===== config.mk =====
export PLATFORM = sky130hd
export DESIGN_NAME = phy_tx_sched
export DESIGN_NICKNAME = d
export VERILOG_FILES = /design/src/rtl/phy_tx_sched.sv
export SDC_FILE = /design/constraint.sdc
export NUM_CORES = 1
export LEC_CHECK = 0
export ABC_AREA = 0
export CORE_MARGIN = 4
export CORE_UTILIZATION = 45
export CTS_CLUSTER_SIZE = 25
export DETAILED_ROUTE_END_ITERATION = 8
export GPL_ROUTABILITY_DRIVEN = 0
export PLACE_DENSITY = 0.93
export SETUP_SLACK_MARGIN = 0.2
export SLEW_MARGIN = 20
export SYNTH_ARGS = -nofsm -noshare
export SYNTH_HDL_FRONTEND = slang
export SYNTH_SLANG_ARGS = --single-unit
export TNS_END_PERCENT = 100

===== constraint.sdc =====
create_clock -name clk_f -period 5.3 [get_ports clk_f]
set_input_delay 1.59 -clock clk_f [delete_from_list [all_inputs] [get_ports clk_f]]
set_output_delay 1.59 -clock clk_f [all_outputs]
set_load 0.03 [all_outputs]

===== src/rtl/phy_tx_sched.sv =====
// Two-requester transmit scheduler feeding a PHY: IDLE -> SYNC -> ACTIVE link FSM with burst-limited arbitration.
// Optional macro PHY_TX_SCHED_IDLE_PATTERN_EN: drive 32'hBCBCBCBC on non-valid SYNC/ACTIVE cycles instead of 0.
module phy_tx_sched #(
    parameter int unsigned SYNC_CYCLES = 4,
    parameter int unsigned MAX_BURST   = 4
) (
    input  logic        clk_f,
    input  logic        reset,
    input  logic        enable,
    input  logic        req0_valid,
    input  logic [31:0] req0_data,
    input  logic        req1_valid,
    input  logic [31:0] req1_data,
    output logic        req0_ready,
    output logic        req1_ready,
    output logic [31:0] data_in,
    output logic        valid_in,
    output logic [1:0]  state
);

    localparam int unsigned DW = 32;
    localparam int unsigned CW = 8;

`ifdef PHY_TX_SCHED_IDLE_PATTERN_EN
    localparam logic [DW-1:0] IDLE_WORD = 32'hBCBC_BCBC;
`else
    localparam logic [DW-1:0] IDLE_WORD = 32'h0000_0000;
`endif

    typedef enum logic [1:0] {
        ST_IDLE   = 2'b00,
        ST_SYNC   = 2'b01,
        ST_ACTIVE = 2'b10
    } state_t;

    state_t          state_q, state_d;
    logic [CW-1:0]   sync_cnt_q, sync_cnt_d;
    logic [CW-1:0]   burst_cnt_q, burst_cnt_d;
    logic            owner_q, owner_d;
    logic [DW-1:0]   data_q, data_d;
    logic            valid_q, valid_d;

    logic            gnt0, gnt1, pick1, xfer;

    // State register
    always_ff @(posedge clk_f or posedge reset) begin
        if (reset) begin
            state_q <= ST_IDLE;
        end else begin
            state_q <= state_d;
        end
    end

    // Next-state logic; enable low always returns to IDLE so re-enable resyncs
    always_comb begin
        state_d = state_q;
        unique case (state_q)
            ST_IDLE: begin
                if (enable) state_d = ST_SYNC;
            end
            ST_SYNC: begin
                if (!enable)                                   state_d = ST_IDLE;
                else if (sync_cnt_q == CW'(SYNC_CYCLES - 1))   state_d = ST_ACTIVE;
            end
            ST_ACTIVE: begin
                if (!enable) state_d = ST_IDLE;
            end
            default: state_d = ST_IDLE;
        endcase
    end

    // Grant, arbitration bookkeeping and output word selection
    always_comb begin
        gnt0        = 1'b0;
        gnt1        = 1'b0;
        pick1       = 1'b0;
        xfer        = 1'b0;
        sync_cnt_d  = '0;
        owner_d     = owner_q;
        burst_cnt_d = burst_cnt_q;
        valid_d     = 1'b0;
        data_d      = '0;

        if (state_q == ST_SYNC && state_d == ST_SYNC) begin
            sync_cnt_d = sync_cnt_q + CW'(1);
        end

        // Contention keeps the owner until its burst limit, then hands over
        if (req0_valid && req1_valid) begin
            pick1 = (burst_cnt_q == CW'(MAX_BURST)) ? !owner_q : owner_q;
        end else begin
            pick1 = req1_valid;
        end

        if (state_q == ST_ACTIVE) begin
            gnt0 = req0_valid && !pick1;
            gnt1 = req1_valid && pick1;
        end
        xfer = gnt0 || gnt1;

        if (xfer) begin
            if (pick1 == owner_q) begin
                burst_cnt_d = (burst_cnt_q == CW'(MAX_BURST)) ? burst_cnt_q
                                                              : burst_cnt_q + CW'(1);
            end else begin
                owner_d     = pick1;
                burst_cnt_d = CW'(1);
            end
        end

        valid_d = xfer;
        if (xfer) begin
            data_d = gnt1 ? req1_data : req0_data;
        end else if (state_d != ST_IDLE) begin
            data_d = IDLE_WORD;
        end
    end

    // Datapath and arbitration registers
    always_ff @(posedge clk_f or posedge reset) begin
        if (reset) begin
            sync_cnt_q  <= '0;
            burst_cnt_q <= '0;
            owner_q     <= 1'b0;
            data_q      <= '0;
            valid_q     <= 1'b0;
        end else begin
            sync_cnt_q  <= sync_cnt_d;
            burst_cnt_q <= burst_cnt_d;
            owner_q     <= owner_d;
            data_q      <= data_d;
            valid_q     <= valid_d;
        end
    end

    assign req0_ready = gnt0;
    assign req1_ready = gnt1;
    assign data_in    = data_q;
    assign valid_in   = valid_q;
    assign state      = state_q;

endmodule


==> flow_metrics.env <==
export IMPL_track_usage_pct=20.35
export IMPL_synth_top_area_share_pct=54.11
export IMPL_port_buffer_count=105
export IMPL_grt_setup_unrepaired="no"
export IMPL_nets_in_the_synthesized_netlist=299
export IMPL_grt_pass1_wl_um=10380
export IMPL_worst_slew_pin_transition_ps=871.0
export IMPL_floorplan_core_area_um2=5140
export IMPL_dpl_wire_length_um=4903
export IMPL_via_per_inst=5.503
export IMPL_drt_iter0_markers=118
export IMPL_final_antenna_net_count=0
export IMPL_num_cts_buffers=5
export IMPL_synth_seq_area_share_pct=54.11
export IMPL_h_tree_depth=2
export IMPL_drc=0
export IMPL_outcome="finished, final reports clean"
export IMPL_timing_final_hold_violations=0
export IMPL_io_pin_count=106
export IMPL_grt_start_max_net_pins=53
export IMPL_synth_cell_type_count=36
export IMPL_path_cells="clkdlybuf4s50_1, a31oi_4, and2_1, buf_4"
export IMPL_ctsResizeCount=0
export IMPL_clock_path_buffers=2
export IMPL_setup_violations=0
export IMPL_routed_via_count=2190
export IMPL_clkLatencyLatePin_ps=300
export IMPL_fin_nets=399
export IMPL_critical_path_max_stage_delay_ps=950
export IMPL_die_width_um=81.10
export IMPL_syn_mean_instance_area_um2=10.59
export IMPL_buf_inv_on_cp=2
export IMPL_max_vdd_ir_drop_v=0.0001315
export IMPL_clock_sinks=52
export IMPL_fin_crit_ps=4652
export IMPL_critical_path_peak_fanout=17
export IMPL_ctsRootBufferMaster="clkbuf_8"
export IMPL_synth_top_flop_cell="dfrtp_1"
export IMPL_crit_arrival_ps=3060
export IMPL_number_of_flops_mapped_to_enable_cells_by_yosys=0
export IMPL_timing_critical_path_from_type="input pin"
export IMPL_rows=26
export IMPL_end_kind="output port"
export IMPL_hold_buffers=0
export IMPL_synth_seq_cells=52
export IMPL_p_leak_nw=1.475
export IMPL_maxSlewHeadroom_pct=41.86
export IMPL_floorplan_die_area_um2=6577
export IMPL_synthesis_instances=227
export IMPL_grt_overflow=0
export IMPL_worst_path_dominant_cell_family="buffers and inverters"
export IMPL_critical_path_class="input pin to output port"
export IMPL_final_layout_size_suffix_gt1_share_pct=7.012
export IMPL_yosys_warnings=0
export IMPL_wire_length_after_detailed_routing_um=6699
export IMPL_area_growth_pct=48.34
export IMPL_power_per_cell_area_nw_per_um2=232.5
export IMPL_layout_worst_path_cycle_share_pct=87.78
export IMPL_slowest_stage="clkdlybuf4s50_1"
export IMPL_hold_class="register to register"
export IMPL_asyncSetResetFlopFracSynth_pct=100.0
export IMPL_detail_route_wl_per_cell_um=16.83
export IMPL_fmax_mhz=214.9
export IMPL_post_cts_setup_buffer_count=0
export IMPL_drt_pass1_iterations=4
export IMPL_timing_hold_ws_ps=507.5
export IMPL_chipHeight_um=81.10
export IMPL_clk_pin_slew_ps=90
export IMPL_worst_clock_skew_ps=8.333
export IMPL_antenna_found_initial=0
export IMPL_finalSetupTns_ps=0
export IMPL_n_antenna_cell=0
export IMPL_reg2reg_setup_slack_ps=3190
export IMPL_placedCellCount=390
export IMPL_first_global_vias=2148
export IMPL_initial_core_util_pct=46.79
export IMPL_drv_cap=0
export IMPL_critical_path_required_ps=3710
export IMPL_yosys_top_cells_area="dfrtp_1, a32oi_1, nor2_1"
export IMPL_synth_largest_area_cell="dfrtp_1"
export IMPL_fin_cells=398
export IMPL_cts_tree="yes"
export IMPL_finalMaxSlewViolations=0
export IMPL_post_synth_instance_area_um2=2405
[flip-flops by register name, summed over array words and instances (netlist names)]
name,flops
sync_cnt_q,8
data_in,32
valid_in,1
burst_cnt_q,8
state,2
owner_q,1
[cell type report]
type,count,area (um^2)
fill,414,1573
sequential,52,1301
timing repair buffer,108,1069
multi-input combinational,154,974.7
tap,70,87.58
clock buffer,6,72.57
clock inverter,2,38.79
inverter,6,23.77
[through the flow]
| stage | total power, mW | worst slack, ps | utilization [%] | area [um^2] |
|---|---|---|---|---|
| 3_5_place_dp | 0.5640 | 650.7 | 67.21 | 3455 |
| 2_1_floorplan | 0.4994 | 1240 | - | 2405 |
| 6_report | 0.8292 | 647.5 | 69.40 | 3567 |
| 4_1_cts | 0.8386 | 650.4 | 69.38 | 3566 |
| 5_1_grt | 0.8704 | 584.9 | 69.40 | 3567 |
| 3_3_place_gp | 0.5565 | 704.1 | 67.21 | 3455 |
[path summary, 6_finish.rpt]
path                            depth (start not counted)                       start                         end
max in group asynchronous                               2                       reset  burst_cnt_q[0]$_DFFE_PP0P_
min in group asynchronous                               2                       reset       data_in[27]$_DFF_PP0_
worst max register to register                          7  burst_cnt_q[0]$_DFFE_PP0P_  burst_cnt_q[7]$_DFFE_PP0P_
worst min register to register                          1     sync_cnt_q[0]$_DFF_PP0_     sync_cnt_q[0]$_DFF_PP0_
worst min-delay path                                    1     sync_cnt_q[0]$_DFF_PP0_     sync_cnt_q[0]$_DFF_PP0_
worst max-delay path                                    4                  req0_valid                  req1_ready
[cell usage after synthesis (3+ instances only)]
cell type	number
dfrtp_1	52
nor2_1	46
a32oi_1	32
nand2_1	12
nand3_1	12
buf_6	6
inv_1	6
clkbuf_1	5
o21ai_0	5
buf_2	4
or3_1	4
xor2_1	4
a21oi_1	3
ha_1	3
nor2b_1	3
or2_2	3
[cell families (layout without fill, tap and decap cells)]
group | Yosys count | after routing | synth area share, %
simple gates | 96 | 96 | 19.36
flops | 52 | 52 | 54.11
xor+xnor | 6 | 6 | 2.185
mux | 1 | 1 | 0.4682
compound gates | 48 | 48 | 16.96
fa+ha+maj | 3 | 3 | 1.561
buf+inv | 21 | 122 | 5.359
[cells in the final DEF, fill, tap and decap left out, types with 4 or more instances in the layout]
master and count:
nor2_1 46, a32oi_1 32, inv_1 5, clkdlybuf4s50_1 103, dfrtp_1 52, buf_4 5
nand2_1 12, xor2_1 4, nand3_1 12, or3_1 4, clkbuf_8 5, o21ai_0 5
[metal layers]
metal  vias up  part of all wire, %  GRT usage (%)  wire (um)
li1       1018                    -              -          -
met1      1069                   39          24.16       2590
met2        94                   52          37.27       3516
met3         9                  7.9          4.656        531
met4         0                 0.90          4.561         60
met5         -                    0              0          0
[worst reg2reg max path, delay by kind of cell, from the launching register on]
kind,cells,cell delay [ps]
buffers and inverters,1,80
flip-flops,1,420
adder cells (fa/ha/maj),1,180
AND/OR/NAND/NOR,2,510
AO/OA/AOI/OAI,3,820
[power by group]
part	switching (mW)	total, mW	internal, mW
combinational	0.0651	0.141	0.0760
sequential	0.0111	0.415	0.404
clock	0.131	0.273	0.143
total	0.207	0.829	0.622
Power figures use the tool's default switching activity.
